$ cat src/rtl/collision_detector_pkg.sv
// Shared snake constants: playfield size, body length limit, coordinate width
// and the collision checker's state encoding.
package collision_detector_pkg;

    localparam int GRID_W  = 16;
    localparam int GRID_H  = 12;
    localparam int MAX_LEN = 127;
    localparam int COORD_W = 5;

    typedef enum logic [1:0] {
        IDLE,
        CHECK,
        SCAN,
        REPORT
    } state_t;

endpackage

$ cat src/rtl/collision_detector.sv
// Checks a freshly moved snake head against the walls, the apple and every body
// segment (read one per cycle from an external store), then pulses the result.
module collision_detector
    import collision_detector_pkg::*;
#(
    parameter int GRID_W  = collision_detector_pkg::GRID_W,
    parameter int GRID_H  = collision_detector_pkg::GRID_H,
    parameter int MAX_LEN = collision_detector_pkg::MAX_LEN,
    localparam int LEN_W  = $clog2(MAX_LEN + 1)
) (
    input  logic               clk,
    input  logic               nRst,
    input  logic               start,
    input  logic [COORD_W-1:0] headX,
    input  logic [COORD_W-1:0] headY,
    input  logic [COORD_W-1:0] appleX,
    input  logic [COORD_W-1:0] appleY,
    input  logic [LEN_W-1:0]   bodyLen,
    output logic [LEN_W-1:0]   bodyAddr,
    input  logic [COORD_W-1:0] bodyX,
    input  logic [COORD_W-1:0] bodyY,
    output logic               goodColl,
    output logic               badColl,
    output logic               done,
    output logic               busy
);

    state_t             state;
    state_t             nextState;
    logic [COORD_W-1:0] headXL;
    logic [COORD_W-1:0] headYL;
    logic [COORD_W-1:0] appleXL;
    logic [COORD_W-1:0] appleYL;
    logic [LEN_W-1:0]   lenL;
    logic [LEN_W-1:0]   index;
    logic               wallFlag;
    logic               appleFlag;
    logic               selfFlag;
    logic               wallNow;
    logic               segMatch;
    logic               lastSeg;
    logic               badNow;

    // Out-of-grid coordinates are a wall hit; widen by one bit so GRID_W=32 still works.
    assign wallNow  = ({1'b0, headXL} >= (COORD_W + 1)'(GRID_W)) ||
                      ({1'b0, headYL} >= (COORD_W + 1)'(GRID_H));
    assign segMatch = (bodyX == headXL) && (bodyY == headYL);
    assign lastSeg  = (index == lenL - LEN_W'(1));
    assign badNow   = wallFlag || selfFlag;

    assign bodyAddr = (state == SCAN) ? index : '0;
    assign busy     = (state != IDLE);

    always_comb begin
        nextState = state;
        case (state)
            IDLE:    if (start) nextState = CHECK;
            CHECK:   begin
                if (wallNow || lenL <= LEN_W'(1)) nextState = REPORT;
                else                              nextState = SCAN;
            end
            SCAN:    if (segMatch || lastSeg) nextState = REPORT;
            REPORT:  nextState = IDLE;
            default: nextState = IDLE;
        endcase
    end

    always_ff @(posedge clk or negedge nRst) begin
        if (!nRst) begin
            state     <= IDLE;
            headXL    <= '0;
            headYL    <= '0;
            appleXL   <= '0;
            appleYL   <= '0;
            lenL      <= '0;
            index     <= '0;
            wallFlag  <= 1'b0;
            appleFlag <= 1'b0;
            selfFlag  <= 1'b0;
            goodColl  <= 1'b0;
            badColl   <= 1'b0;
            done      <= 1'b0;
        end else begin
            state <= nextState;
            case (state)
                IDLE: begin
                    if (start) begin
                        headXL    <= headX;
                        headYL    <= headY;
                        appleXL   <= appleX;
                        appleYL   <= appleY;
                        lenL      <= bodyLen;
                        wallFlag  <= 1'b0;
                        appleFlag <= 1'b0;
                        selfFlag  <= 1'b0;
                    end
                end
                CHECK: begin
                    wallFlag  <= wallNow;
                    appleFlag <= !wallNow && (headXL == appleXL) && (headYL == appleYL);
                    index     <= LEN_W'(1);
                end
                SCAN: begin
                    if (segMatch) selfFlag <= 1'b1;
                    else          index    <= index + LEN_W'(1);
                end
                default: ;
            endcase
            // Result pulses are registered off REPORT, so they land one edge after it.
            done     <= (state == REPORT);
            badColl  <= (state == REPORT) && badNow;
            goodColl <= (state == REPORT) && appleFlag && !badNow;
        end
    end

endmodule

$ cat config.mk
export PLATFORM = sky130hd
export DESIGN_NAME = collision_detector
export DESIGN_NICKNAME = d
export VERILOG_FILES = /design/src/rtl/collision_detector_pkg.sv /design/src/rtl/collision_detector.sv
export SDC_FILE = /design/constraint.sdc
export NUM_CORES = 1
export LEC_CHECK = 0
export BUFFER_PORTS_ARGS = -buffer_cell sky130_fd_sc_hd__buf_2
export CORE_UTILIZATION = 35
export CTS_CLUSTER_SIZE = 14
export DETAILED_ROUTE_END_ITERATION = 7
export GPL_TIMING_DRIVEN = 0
export PLACE_DENSITY = 0.54
export SLEW_MARGIN = 20
export SYNTH_ARGS = -nofsm -noshare
export SYNTH_HDL_FRONTEND = slang
export SYNTH_SLANG_ARGS = --single-unit
$ cat constraint.sdc
create_clock -name clk -period 2.65 [get_ports clk]
set_input_delay 0.6625 -clock clk [delete_from_list [all_inputs] [get_ports clk]]
set_output_delay 0.6625 -clock clk [all_outputs]
set_load 0.005 [all_outputs]
Yosys cells after proc, flatten, opt, wreduce, memory -nomap -nowiden

Index checks and enable logic that the tools add are counted.

Flip-flop bits (word level): 42
Input port bits: 40
Output and inout port bits: 11
Word-level logic and storage cells: 64

Add/sub/neg operators: 2
$lt $le $gt $ge: 3
Eq/ne operators: 12
Multiplexer cells: 12
Reductions and logical operators: 22

Operator list:

| cell                                                           | count |
|---|---|
| == test 5 bit                                                  | 4 |
| 2-to-1 mux 7 bit                                               | 2 |
| one-hot mux 7 bit (2 select lines)                             | 1 |
| one-hot mux 2 bit (4 select lines)                             | 1 |
| AND reduction 2 bit                                            | 4 |
| nonzero test 2 bit                                             | 4 |
| adder 7 x 1 -> 7 bit, second input constant                    | 1 |
| == test 7 bit                                                  | 1 |
| less-or-equal comparator 7 x 1 -> 1 bit, second input constant | 1 |
| subtractor 7 x 1 -> 7 bit, second input constant               | 1 |
| logical AND 1 bit                                              | 6 |
| != test 2 bit, second input constant                           | 3 |
| one-hot mux 1 bit (2 select lines)                             | 3 |
| >= comparator 5 x 4 -> 1 bit, second input constant            | 1 |
| >= comparator 5 bit, second input constant                     | 1 |
| == test 2 bit, second input constant                           | 2 |
| logical OR 1 bit                                               | 4 |
| 2-to-1 mux 2 bit                                               | 2 |
| 2-to-1 mux 1 bit                                               | 3 |
| AND reduction 3 bit                                            | 1 |
| == test 2 x 1 -> 1 bit, second input constant                  | 1 |
| logical NOT 1 bit                                              | 2 |
| logical NOT 2 bit                                              | 1 |
| != test 2 x 1 -> 1 bit, second input constant                  | 1 |

Longest topological paths before layout

Depth after elaboration: 6
Gate-level depth with buffers: 7
Depth with buffers taken out: 7

Worst setup path after synthesis

Ideal clock, no wire load.

Kind: reg-to-reg
From: register lenL[0]
To: register state[0]
Setup time: 128 ps
Arrival: 1928 ps
Required time: 2522 ps
Path slack: 594 ps
Stages on the path, launching flop included: 6
Buffers on the path: 0
Period minus slack after synthesis: 2056 ps
Cell sequence: dfrtp_1 > or4_1 > or3_1 > a211oi_1 > a32oi_1 > mux2_1

Cells in the longest elaborated chain, start to end: 5
Elaborated cells on any way between the ends: 9
Those cells by class: 1 x add/sub; 1 x order compare; 2 x eq/ne; 2 x mux; 3 x reduce/logical

RTL lines:

| what                             | RTL line                 | source |
|---|---|---|
| from (decl)                      | collision_detector.sv:34 | `logic [LEN_W-1:0] lenL;` |
| from (signal assigned)           | collision_detector.sv:92 | `lenL <= bodyLen;` |
| subtractor 7 x 1 -> 7 bit        | collision_detector.sv:48 | `assign lastSeg = (index == lenL - LEN_W'(1));` |
| == test 7 bit                    | collision_detector.sv:48 |  |
| logical OR 1 bit                 | collision_detector.sv:62 | `SCAN: if (segMatch \|\| lastSeg) nextState = REPORT;` |
| != test 2 x 1 -> 1 bit (no line) | n/a                      |  |
| AND reduction 2 bit (no line)    | n/a                      |  |
| to (signal assigned)             | collision_detector.sv:84 | `state <= nextState;` |
| to (decl)                        | collision_detector.sv:28 | `state_t state;` |

Several ways; a longest one is shown, not always the timed one.
A chain may end at the register's enable or synchronous reset.

Worst setup path after layout

From: register state[0]
To: output bodyAddr[6]

Cells in the longest elaborated chain, start to end: 2

RTL lines:

| what             | RTL line                 | source |
|---|---|---|
| == test 2 bit    | collision_detector.sv:51 | `assign bodyAddr = (state == SCAN) ? index : '0;` |
| 2-to-1 mux 7 bit | collision_detector.sv:51 |  |
| to (decl)        | collision_detector.sv:19 | `output logic [LEN_W-1:0] bodyAddr,` |

No other way between the ends.

==> out/qor.tcl <==
set qor(syn_to_final_growth_pct) 21.5
set qor(dpl_cell_area_sq_mm) 0.00262
set qor(h_tree_depth) 2
set qor(postCtsHoldBufs) 0
set qor(routed_wire_length_per_instance_um) 13.6
set qor(grt_max_degree) 43
set qor(floorplan.die.height_um) 82.6
set qor(design.die.area_sq_mm) 0.00683
set qor(critical_path_required_ns) 1.99
set qor(final_design_instance_area_without_fill_sq_mm) 0.00276
set qor(irDropWorstVdd_mv) 0.467
set qor(multiInputGateArea_sq_mm) 0.00119
set qor(combinational_power_share_pct) 39.5
set qor(boundaryPins) 51
set qor(switching_power_mw) 1.10
set qor(vias_per_cell) 4.81
set qor(die_width_um) 82.6
set qor(cts.root.buffer_cell) {clkbuf_8}
set qor(layout_setup_ws_ns) 0.227
set qor(p_int_mw) 1.99
set qor(slowest_stage_delay_on_critical_path_ns) 0.45
set qor(global_route.overflow_total) 0
set qor(worst_path_max_delay_cell) {dfrtp_1}
set qor(max_slew_violation_count) 0
set qor(max_slew_margin_pct) 34.8
set qor(post_route_utilization_pct) 43.8
set qor(antenna_cells) 0
set qor(min_period_ns) 2.42
set qor(synth_sequential_area_ratio_pct) 46.2
set qor(floorplan.initialDensity_pct) 36.0
set qor(drt_pre_antenna_iters) 6
set qor(clkSlewWorstSetupHoldPaths_ns) 0.08
set qor(detail_route.iter0.violations) 81
set qor(holdWs_ns) 0.484
set qor(port-buffer-count) 50
set qor(vias_after_detailed_routing) 1626
set qor(remaining_number_of_nets_flagged_by_the_antenna_check_after_routing) 0
set qor(clk-insertion-delay-late_ns) 0.30
set qor(synth_fp_nets) 251
set qor(drc) 0
set qor(critPathKind) {reg -> out}
set qor(cp-start-kind) {flop}
set qor(mostFrequentLayoutCells) {buf_2 (50), dfrtp_1 (42), mux2_2 (27)}
set qor(placement.setup.worst_slack_ns) 0.345
set qor(clock_power_share_pct) 20.2
set qor(sequential_cell_area_sq_mm) 0.00105
set qor(grt.total_usage_pct) 15.2
set qor(grt_antenna_before_repair) 0
set qor(synth.lib_cells_used.distinct) 38
set qor(synth.yosys.warnings) 0
set qor(mostFrequentLayoutCell) {buf_2}
set qor(tritoncts) {built}
set qor(final_hold_viol_count) 0
set qor(yosys_register_bits) 42
set qor(critical_path_arrival_ns) 1.76
set qor(sw_share_pct) 35.5
set qor(clkSinkCount) 42
set qor(cts-resized-gates) 0
set qor(worstHoldPathType) {reg -> reg}
set qor(power-per-cell-area_mw_per_mm2) 1120
set qor(synthCells) 203
set qor(post_route_fraction_of_the_period_consumed_by_the_critical_path_pct) 91.4
set qor(crit_chain) {inv_1 -> ha_1 -> clkbuf_1 -> and2_1 -> buf_2}
set qor(clock_path_buffers) 2
set qor(dpl.hpwl_mm) 3.49
set qor(routed_wirelength_mm) 4.61
set qor(clock.fmax_mhz) 413
set qor(setup_total_negative_slack_ns) 0
set qor(num-fill-cells) 632
set qor(final_layout_size_suffix_gt1_share_pct) 33.7
set qor(power.leakage_nw) 1.27
set qor(std_cell_rows) 29
set qor(avgSynthCellArea_sq_um) 11.2
set qor(cts_setup_buffers) 0
set qor(critical-path-top-delay-family) {buffers and inverters}
set qor(grt_setup_unrepaired) {no}
set qor(cp_max_fo) 10
set qor(grt_pass1_vias) 1564
set qor(worst-path-buf-inv) 3
set qor(core_sq_mm) 0.00631
set qor(finalWeightedCongestion) 0.749
set qor(worst_setup_path_end_kind) {output port}
set qor(max_cap_viol_count) 0
set qor(setup_viol_count_final) 0
set qor(mappedNetlistArea_sq_mm) 0.00227
set qor(tightestPinTransition_ns) 0.978
set qor(cts_made_buffers) 5
set qor(final.setup_skew_ns) 0.00659
set qor(power.share.sequential_pct) 40.3
set qor(fin_nets) 308
set qor(status) {complete, no violations}
set qor(grt_first_pass_wirelength_mm) 7.62
==> state kept, by name, summed over array words and instances, names as in the netlist <==
signal     cells
wallFlag       1
index          7
appleYL        5
state          2
lenL           7
appleFlag      1
goodColl       1
done           1
appleXL        5
headXL         5
headYL         5
badColl        1
selfFlag       1
==> cells by family (layout without fill, tap and decap cells) <==
kind of cell / after synthesis / in the layout / synth area share, %
buffers and inverters: 10 / 68 / 1.65
xor gates and xnor gates: 25 / 25 / 10.5
AOI/OAI and AO/OA: 23 / 23 / 7.15
muxes: 32 / 32 / 15.7
and+or+nand+nor: 63 / 63 / 14.5
DFF: 42 / 42 / 46.2
adders and majority gates: 8 / 8 / 4.40
==> synthesized netlist by cell type <==
library cell  number  area, sq um
nor3_1             2         10.0
a31oi_1            2         12.5
o221ai_1           1         8.76
xor2_1             5         43.8
a32oi_1            1         8.76
inv_1              7         26.3
ha_1               8          100
nand4_1            4         25.0
a21oi_1            4         20.0
o21a_1             1         7.51
or4_1              1         7.51
o31ai_4            1         21.3
and2_1             9         56.3
nand3_1            9         45.0
or3_1              3         18.8
or2_2              1         6.26
nor4_1             3         18.8
nand3b_1           1         7.51
o2111ai_1          1         8.76
xnor2_1           19          166
mux2_2            27          304
nor2b_1            2         12.5
o31a_1             1         8.76
nand2b_1           2         12.5
a211oi_1           2         15.0
and3_1             1         6.26
nor3b_1            1         7.51
nand2_1           16         60.1
and3b_1            1         8.76
mux2i_1            3         30.0
mux2_1             2         22.5
o21ai_0            7         35.0
a41oi_1            1         8.76
xnor2_4            1         27.5
nor2_1             7         26.3
a21boi_0           1         7.51
clkbuf_1           3         11.3
dfrtp_1           42         1050
==> metal layers <==
layer	wire (um)	track usage, %	part of all wire [%]
met2	2110	23.6	46
met1	2200	20.5	48
met4	59	5.17	1.3
met5	0	0	0
met3	239	4.07	5.2
==> power groups by stage <==
| stage | clock (mW) | combinational [mW] | sequential, mW |
|---|---|---|---|
| after floorplan | 0 | 0.977 | 1.17 |
| after global placement | 0 | 1.22 | 1.25 |
| after detailed placement | 0 | 1.24 | 1.26 |
| after CTS | 0.645 | 1.25 | 1.24 |
| after global routing | 0.668 | 1.39 | 1.29 |
| final | 0.626 | 1.22 | 1.25 |
==> final cells by class <==
class | count | area share, %
multi-input combinational | 151 | 42.9
buffer | 3 | 0.407
timing repair buffer | 50 | 9.05
inverter | 7 | 0.951
tap | 77 | 3.49
clock inverter | 2 | 2.17
clock buffer | 6 | 2.99
sequential | 42 | 38.0
==> final timing paths <==
kind                                       from                     to  slack, ns  cells past startpoint
min in group asynchronous                  nRst         done$_DFF_PN0_       0.51                      1
min reg2reg                wallFlag$_DFFE_PN0P_     goodColl$_DFF_PN0_       0.48                      1
min                        wallFlag$_DFFE_PN0P_     goodColl$_DFF_PN0_       0.48                      1
max in group asynchronous                  nRst   index[3]$_DFFE_PN0P_       1.52                      1
max reg2reg                state[0]$_DFFE_PN0P_  headXL[3]$_DFFE_PN0P_       0.40                      5
max                        state[0]$_DFFE_PN0P_            bodyAddr[6]       0.23                      5
==> per-stage QoR <==
stage               std cells  total power [mW]
detailed placement        330              2.50
global placement          330              2.47
floorplan                 203              2.15
global route              338              3.35
CTS                       338              3.14
finish                    338              3.09
No activity file was read; power rests on OpenSTA's default activity.
